==> src/rtl/alsu_pkg.sv <==
`default_nettype none
// ============================================================================
//  Module      : alsu_pkg
//  Description : Shared types and seven-segment constants for the ALSU
//                result display.
//  Revision    : 1.0 - initial release
// ============================================================================
package alsu_pkg;

    typedef enum logic [1:0] {
        ST_IDLE  = 2'd0,
        ST_SHOW  = 2'd1,
        ST_ERROR = 2'd2
    } state_t;

    localparam logic [6:0] SEG_BLANK = 7'b0000000;
    localparam logic [6:0] SEG_E     = 7'b1001111;
    localparam logic [6:0] SEG_R     = 7'b0000101;

    // Segment pattern {a,b,c,d,e,f,g} for each hex value, index = nibble.
    localparam logic [15:0][6:0] SEG_HEX = {
        7'b1000111,  // F
        7'b1001111,  // E
        7'b0111101,  // d
        7'b1001110,  // C
        7'b0011111,  // b
        7'b1110111,  // A
        7'b1111011,  // 9
        7'b1111111,  // 8
        7'b1110000,  // 7
        7'b1011111,  // 6
        7'b1011011,  // 5
        7'b0110011,  // 4
        7'b1111001,  // 3
        7'b1101101,  // 2
        7'b0110000,  // 1
        7'b1111110   // 0
    };

endpackage : alsu_pkg
`default_nettype wire

==> src/rtl/alsu_seg_decode.sv <==
`default_nettype none
// ============================================================================
//  Module      : alsu_seg_decode
//  Description : Combinational 4-bit to seven-segment (active-high) decoder.
//  Revision    : 1.0 - initial release
// ============================================================================
module alsu_seg_decode
    import alsu_pkg::*;
(
    input  logic [3:0] nibble,
    output logic [6:0] seg
);

    always_comb begin
        seg = SEG_HEX[nibble];
    end

endmodule : alsu_seg_decode
`default_nettype wire

==> src/rtl/alsu_seg_display.sv <==
`default_nettype none
// ============================================================================
//  Module      : alsu_seg_display
//  Description : Multiplexed 4-digit display of the ALSU result with an
//                "Err" message and LED blink episode on rejected operations.
//                Define ALSU_SEG_DECIMAL_EN for decimal instead of hex digits.
//  Revision    : 1.0 - initial release
// ============================================================================
module alsu_seg_display
    import alsu_pkg::*;
#(
    parameter int REFRESH_DIV   = 4,
    parameter int BLINK_HALF    = 8,
    parameter int BLINK_TOGGLES = 6
) (
    input  logic        clk,
    input  logic        rst,
    input  logic [5:0]  result,
    input  logic        result_valid,
    input  logic        invalid,
    output logic [3:0]  anode,
    output logic [6:0]  cathode,
    output logic [15:0] leds
);

    localparam logic [15:0] REFRESH_LAST = 16'(REFRESH_DIV - 1);
    localparam logic [15:0] BLINK_LAST   = 16'(BLINK_HALF - 1);
    localparam logic [15:0] TOGGLE_LAST  = 16'(BLINK_TOGGLES - 1);

    state_t      state_q,     state_d;
    logic [5:0]  disp_val_q,  disp_val_d;
    logic [15:0] refresh_q,   refresh_d;
    logic [1:0]  digit_q,     digit_d;
    logic [15:0] blink_cnt_q, blink_cnt_d;
    logic [15:0] toggle_q,    toggle_d;
    logic [3:0]  anode_q,     anode_d;
    logic [6:0]  cathode_q,   cathode_d;

    logic [3:0]  w_lo_nib;
    logic [3:0]  w_hi_nib;
    logic [3:0]  w_nibble;
    logic [6:0]  w_hex_seg;

    // Scan timing and state transitions
    always_comb begin
        state_d     = state_q;
        disp_val_d  = disp_val_q;
        refresh_d   = refresh_q + 16'd1;
        digit_d     = digit_q;
        blink_cnt_d = blink_cnt_q;
        toggle_d    = toggle_q;

        if (refresh_q == REFRESH_LAST) begin
            refresh_d = 16'd0;
            digit_d   = digit_q + 2'd1;
        end

        if (invalid) begin
            state_d     = ST_ERROR;
            blink_cnt_d = 16'd0;
            toggle_d    = 16'd0;
        end else begin
            if (result_valid) begin
                disp_val_d = result;
            end
            case (state_q)
                ST_IDLE: begin
                    if (result_valid) begin
                        state_d = ST_SHOW;
                    end
                end
                ST_ERROR: begin
                    if (blink_cnt_q == BLINK_LAST) begin
                        blink_cnt_d = 16'd0;
                        if (toggle_q == TOGGLE_LAST) begin
                            toggle_d = 16'd0;
                            state_d  = ST_SHOW;
                        end else begin
                            toggle_d = toggle_q + 16'd1;
                        end
                    end else begin
                        blink_cnt_d = blink_cnt_q + 16'd1;
                    end
                end
                default: begin
                    state_d = state_q;
                end
            endcase
        end
    end

`ifdef ALSU_SEG_DECIMAL_EN
    always_comb begin
        w_lo_nib = 4'(disp_val_q % 6'd10);
        w_hi_nib = 4'(disp_val_q / 6'd10);
    end
`else
    always_comb begin
        w_lo_nib = disp_val_q[3:0];
        w_hi_nib = {2'b00, disp_val_q[5:4]};
    end
`endif

    assign w_nibble = digit_q[0] ? w_hi_nib : w_lo_nib;

    alsu_seg_decode u_decode (
        .nibble (w_nibble),
        .seg    (w_hex_seg)
    );

    // Outputs are computed from the current index and registered next edge.
    always_comb begin
        anode_d   = 4'b0000;
        cathode_d = SEG_BLANK;
        case (state_q)
            ST_SHOW: begin
                anode_d   = 4'b0001 << digit_q;
                cathode_d = digit_q[1] ? SEG_BLANK : w_hex_seg;
            end
            ST_ERROR: begin
                anode_d = 4'b0001 << digit_q;
                case (digit_q)
                    2'd0:    cathode_d = SEG_BLANK;
                    2'd3:    cathode_d = SEG_E;
                    default: cathode_d = SEG_R;
                endcase
            end
            default: begin
                anode_d   = 4'b0000;
                cathode_d = SEG_BLANK;
            end
        endcase
    end

    always_ff @(posedge clk) begin
        if (rst) begin
            state_q     <= ST_IDLE;
            disp_val_q  <= 6'd0;
            refresh_q   <= 16'd0;
            digit_q     <= 2'd0;
            blink_cnt_q <= 16'd0;
            toggle_q    <= 16'd0;
            anode_q     <= 4'b0000;
            cathode_q   <= SEG_BLANK;
        end else begin
            state_q     <= state_d;
            disp_val_q  <= disp_val_d;
            refresh_q   <= refresh_d;
            digit_q     <= digit_d;
            blink_cnt_q <= blink_cnt_d;
            toggle_q    <= toggle_d;
            anode_q     <= anode_d;
            cathode_q   <= cathode_d;
        end
    end

    assign anode   = anode_q;
    assign cathode = cathode_q;
    // Even phases light the LEDs; the phase parity is the toggle count's LSB.
    assign leds    = (state_q == ST_ERROR && !toggle_q[0]) ? 16'hFFFF : 16'h0000;

endmodule : alsu_seg_display
`default_nettype wire

==> config.mk <==
export PLATFORM = sky130hd
export DESIGN_NAME = alsu_seg_display
export DESIGN_NICKNAME = d
export VERILOG_FILES = /design/src/rtl/alsu_pkg.sv /design/src/rtl/alsu_seg_decode.sv /design/src/rtl/alsu_seg_display.sv
export SDC_FILE = /design/constraint.sdc
export NUM_CORES = 1
export LEC_CHECK = 0
export ABC_CLOCK_PERIOD_IN_PS = 4100
export CORE_MARGIN = 2
export CORE_UTILIZATION = 31
export DETAILED_ROUTE_END_ITERATION = 16
export PLACE_DENSITY_LB_ADDON = 0.08
export SYNTH_ARGS = -nofsm -noshare
export SYNTH_HDL_FRONTEND = slang
export SYNTH_SLANG_ARGS = --single-unit
export TNS_END_PERCENT = 50
==> constraint.sdc <==
create_clock -name clk -period 4.1 [get_ports clk]
set_clock_uncertainty 0.15 [all_clocks]
set_input_delay 0.82 -clock clk [delete_from_list [all_inputs] [get_ports clk]]
set_output_delay 0.82 -clock clk [all_outputs]
set_load 0.03 [all_outputs]
==> impl_metrics.env <==
export IMPL_first_global_vias=2753
export IMPL_clkSlewWorstSetupHoldPaths_ns=0.05
export IMPL_crit_arrival_ns=2.60
export IMPL_initial_core_util=0.322
export IMPL_finalSetupViolations=0
export IMPL_rows=38
export IMPL_io_pins=37
export IMPL_grt_max_degree=18
export IMPL_io_buffers=36
export IMPL_cts_max_path_buffers=2
export IMPL_layout_commonest_cell="dfxtp_1"
export IMPL_synth_edf_count=0
export IMPL_final_instance_count_excl_fill=578
export IMPL_wire_per_inst_um=13.5
export IMPL_p_switching_w=0.000406
export IMPL_dp_hpwl_um=5470
export IMPL_synth_area_um2=3530
export IMPL_relSlewSlack=0.477
export IMPL_avgViaCountPerCell=4.94
export IMPL_required_ns=3.13
export IMPL_fp_dieArea_um2=12300
export IMPL_seq_area_frac_synth=0.391
export IMPL_gr_usage_all_layers=0.136
export IMPL_drc=0
export IMPL_worst_pin_slew_ns=0.782
export IMPL_cts_root_buf="clkbuf_16"
export IMPL_place_congestion=0.788
export IMPL_leakage_nw=1.44
export IMPL_final_antenna_net_count=0
export IMPL_hold_class="reg -> reg"
export IMPL_fp_dieH_um=111
export IMPL_syn_instance_count=416
export IMPL_cts_buffers=9
export IMPL_yosysWarnings=0
export IMPL_num_vias=2855
export IMPL_max_cap_violations=0
export IMPL_grt_setup_unrepaired="false"
export IMPL_insertion_delay_ns=0.34
export IMPL_final_util=0.382
export IMPL_synth_cell_type_count=41
export IMPL_cts_resized_gates=0
export IMPL_diodes=0
export IMPL_final_setup_tns_ns=0
export IMPL_post_cts_buffers=0
export IMPL_cts_max_level=3
export IMPL_whs_ns=0.284
export IMPL_drt_pass1_iterations=4
export IMPL_endpoint_kind="output port"
export IMPL_die_w_um=111
export IMPL_syn_to_final_growth_pct=18.7
export IMPL_synth_flop_cell="dfxtp_1"
export IMPL_drt_wl_total_um=7780
export IMPL_grt_pass1_wl_um=13600
export IMPL_worst_path_max_fanout=16
export IMPL_ys_ff_latch=69
export IMPL_powerDensity_nw_per_um2=390
export IMPL_fp_coreArea_um2=11000
export IMPL_status="finished clean"
export IMPL_async_flop_share=0
export IMPL_cts_sinks=69
export IMPL_comb_power_share=0.095
export IMPL_nets=458
export IMPL_cts_tree="built"
export IMPL_intPower_w=0.00123
export IMPL_period_share=0.871
export IMPL_worst_ir_drop_vdd_mv=0.311
export IMPL_cts_hold_fix_buffers=0
export IMPL_drv_slew=0
export IMPL_placed_cells=562
export IMPL_crit_type="reg -> out"
export IMPL_min_period_ns=3.57
export IMPL_synth_area_per_cell_um2=8.50
export IMPL_antenna_found_initial=0
export IMPL_start_kind="flop"
export IMPL_final_cell_mix="dfxtp_1 (69), nor2_1 (59), clkdlybuf4s50_1 (36)"
export IMPL_drive_gt1_frac=0.0594
export IMPL_sw_frac_of_total=0.248
export IMPL_power_frac_seq=0.423
export IMPL_gr_total_overflow=0
export IMPL_clockPowerShare=0.482
export IMPL_drt_first_iter_violations=110
export IMPL_finalHoldViolations=0
export IMPL_syn_nets=441
export IMPL_fmax_mhz=280
## cell usage after synthesis (2+ instances only)
| master | number | share of area |
|---|---|---|
| dfxtp_1 | 69 | 0.39 |
| nor2_1 | 59 | 0.063 |
| nand2_1 | 26 | 0.028 |
| a21oi_1 | 24 | 0.034 |
| xor2_1 | 17 | 0.042 |
| buf_4 | 16 | 0.034 |
| o21ai_0 | 16 | 0.023 |
| ha_1 | 15 | 0.053 |
| nand3_1 | 15 | 0.021 |
| nand4_1 | 15 | 0.027 |
| inv_1 | 13 | 0.014 |
| xnor2_1 | 13 | 0.032 |
| nor3_1 | 12 | 0.017 |
| or3_1 | 12 | 0.021 |
| mux2i_1 | 11 | 0.031 |
| clkbuf_1 | 10 | 0.011 |
| and3_1 | 9 | 0.016 |
| nand2b_1 | 7 | 0.012 |
| a31oi_1 | 5 | 0.0088 |
| buf_2 | 5 | 0.0071 |
| nor4_1 | 5 | 0.0088 |
| nor4b_1 | 5 | 0.012 |
| o211ai_1 | 5 | 0.011 |
| a211oi_1 | 3 | 0.0064 |
| and4_1 | 3 | 0.0074 |
| nor2b_1 | 3 | 0.0053 |
| o31ai_1 | 3 | 0.0064 |
| a311oi_1 | 2 | 0.0050 |
| a41oi_1 | 2 | 0.0050 |
| nor4_4 | 2 | 0.012 |
| or2_2 | 2 | 0.0035 |
| or3b_1 | 2 | 0.0050 |
| or4_1 | 2 | 0.0042 |
## metal layers
layer	wire [um]	track usage
met1	3740	0.170
met2	3580	0.214
met3	290	0.0421
met4	170	0.0617
met5	0	0
## flip-flops by register name (all words and copies together) (netlist names)
signal	cells
blink_cnt_q	16
disp_val_q	6
digit_q	2
toggle_q	16
anode	4
cathode	7
refresh_q	16
state_q	2
## cell type report
type,instances,area [um2]
timing repair buffer,37,368
clock buffer,10,239
clock inverter,6,62.6
sequential,69,1380
fill,1139,6790
tap,140,175
multi-input combinational,303,1920
inverter,13,48.8
## stage by stage
stage / area, um2 / power [W] / worst slack (ns)
final: 4200 / 0.00164 / 0.529
after global routing: 4200 / 0.00170 / 0.257
after CTS: 4200 / 0.00166 / 0.446
after detailed placement: 3890 / 0.000864 / 0.817
after global placement: 3890 / 0.000864 / 0.965
after floorplan: 3530 / 0.000825 / 1.34
## power groups by stage
stage          Combinational, W  Clock, W  Sequential (W)
6_report               0.000156  0.000788        0.000692
5_1_grt                0.000170  0.000835        0.000693
4_1_cts                0.000158  0.000810        0.000692
3_5_place_dp           0.000157         0        0.000707
3_3_place_gp           0.000158         0        0.000707
2_1_floorplan          0.000118         0        0.000707
## logic make-up (layout without fill, tap and decap cells)
logic type      count (synthesis)  count (layout)  share of synthesized area
simple gates                  185             185                      0.281
fa+ha+maj                      15              15                     0.0531
compound gates                 61              61                      0.101
mux                            12              12                     0.0343
buf+inv                        44              66                     0.0655
flops                          69              69                      0.391
xor+xnor                       30              30                     0.0743
## critical path, cell delays in order (launching register included)
cell	delay, ns
dfxtp_1	0.33
inv_1	0.08
ha_1	0.14
buf_4	0.18
inv_1	0.10
nor2_1	0.61
clkdlybuf4s50_1	0.82
## worst paths after layout
path	startpoint	endpoint	slack, ns	cells past startpoint
min	refresh_q[0]	refresh_q[0]	0.28	1
min reg2reg	refresh_q[0]	refresh_q[0]	0.28	1
max	state_q[0]	leds[7]	0.53	6
max reg2reg	state_q[0]	toggle_q[4]	1.75	8
Power figures use the tool's default switching activity.
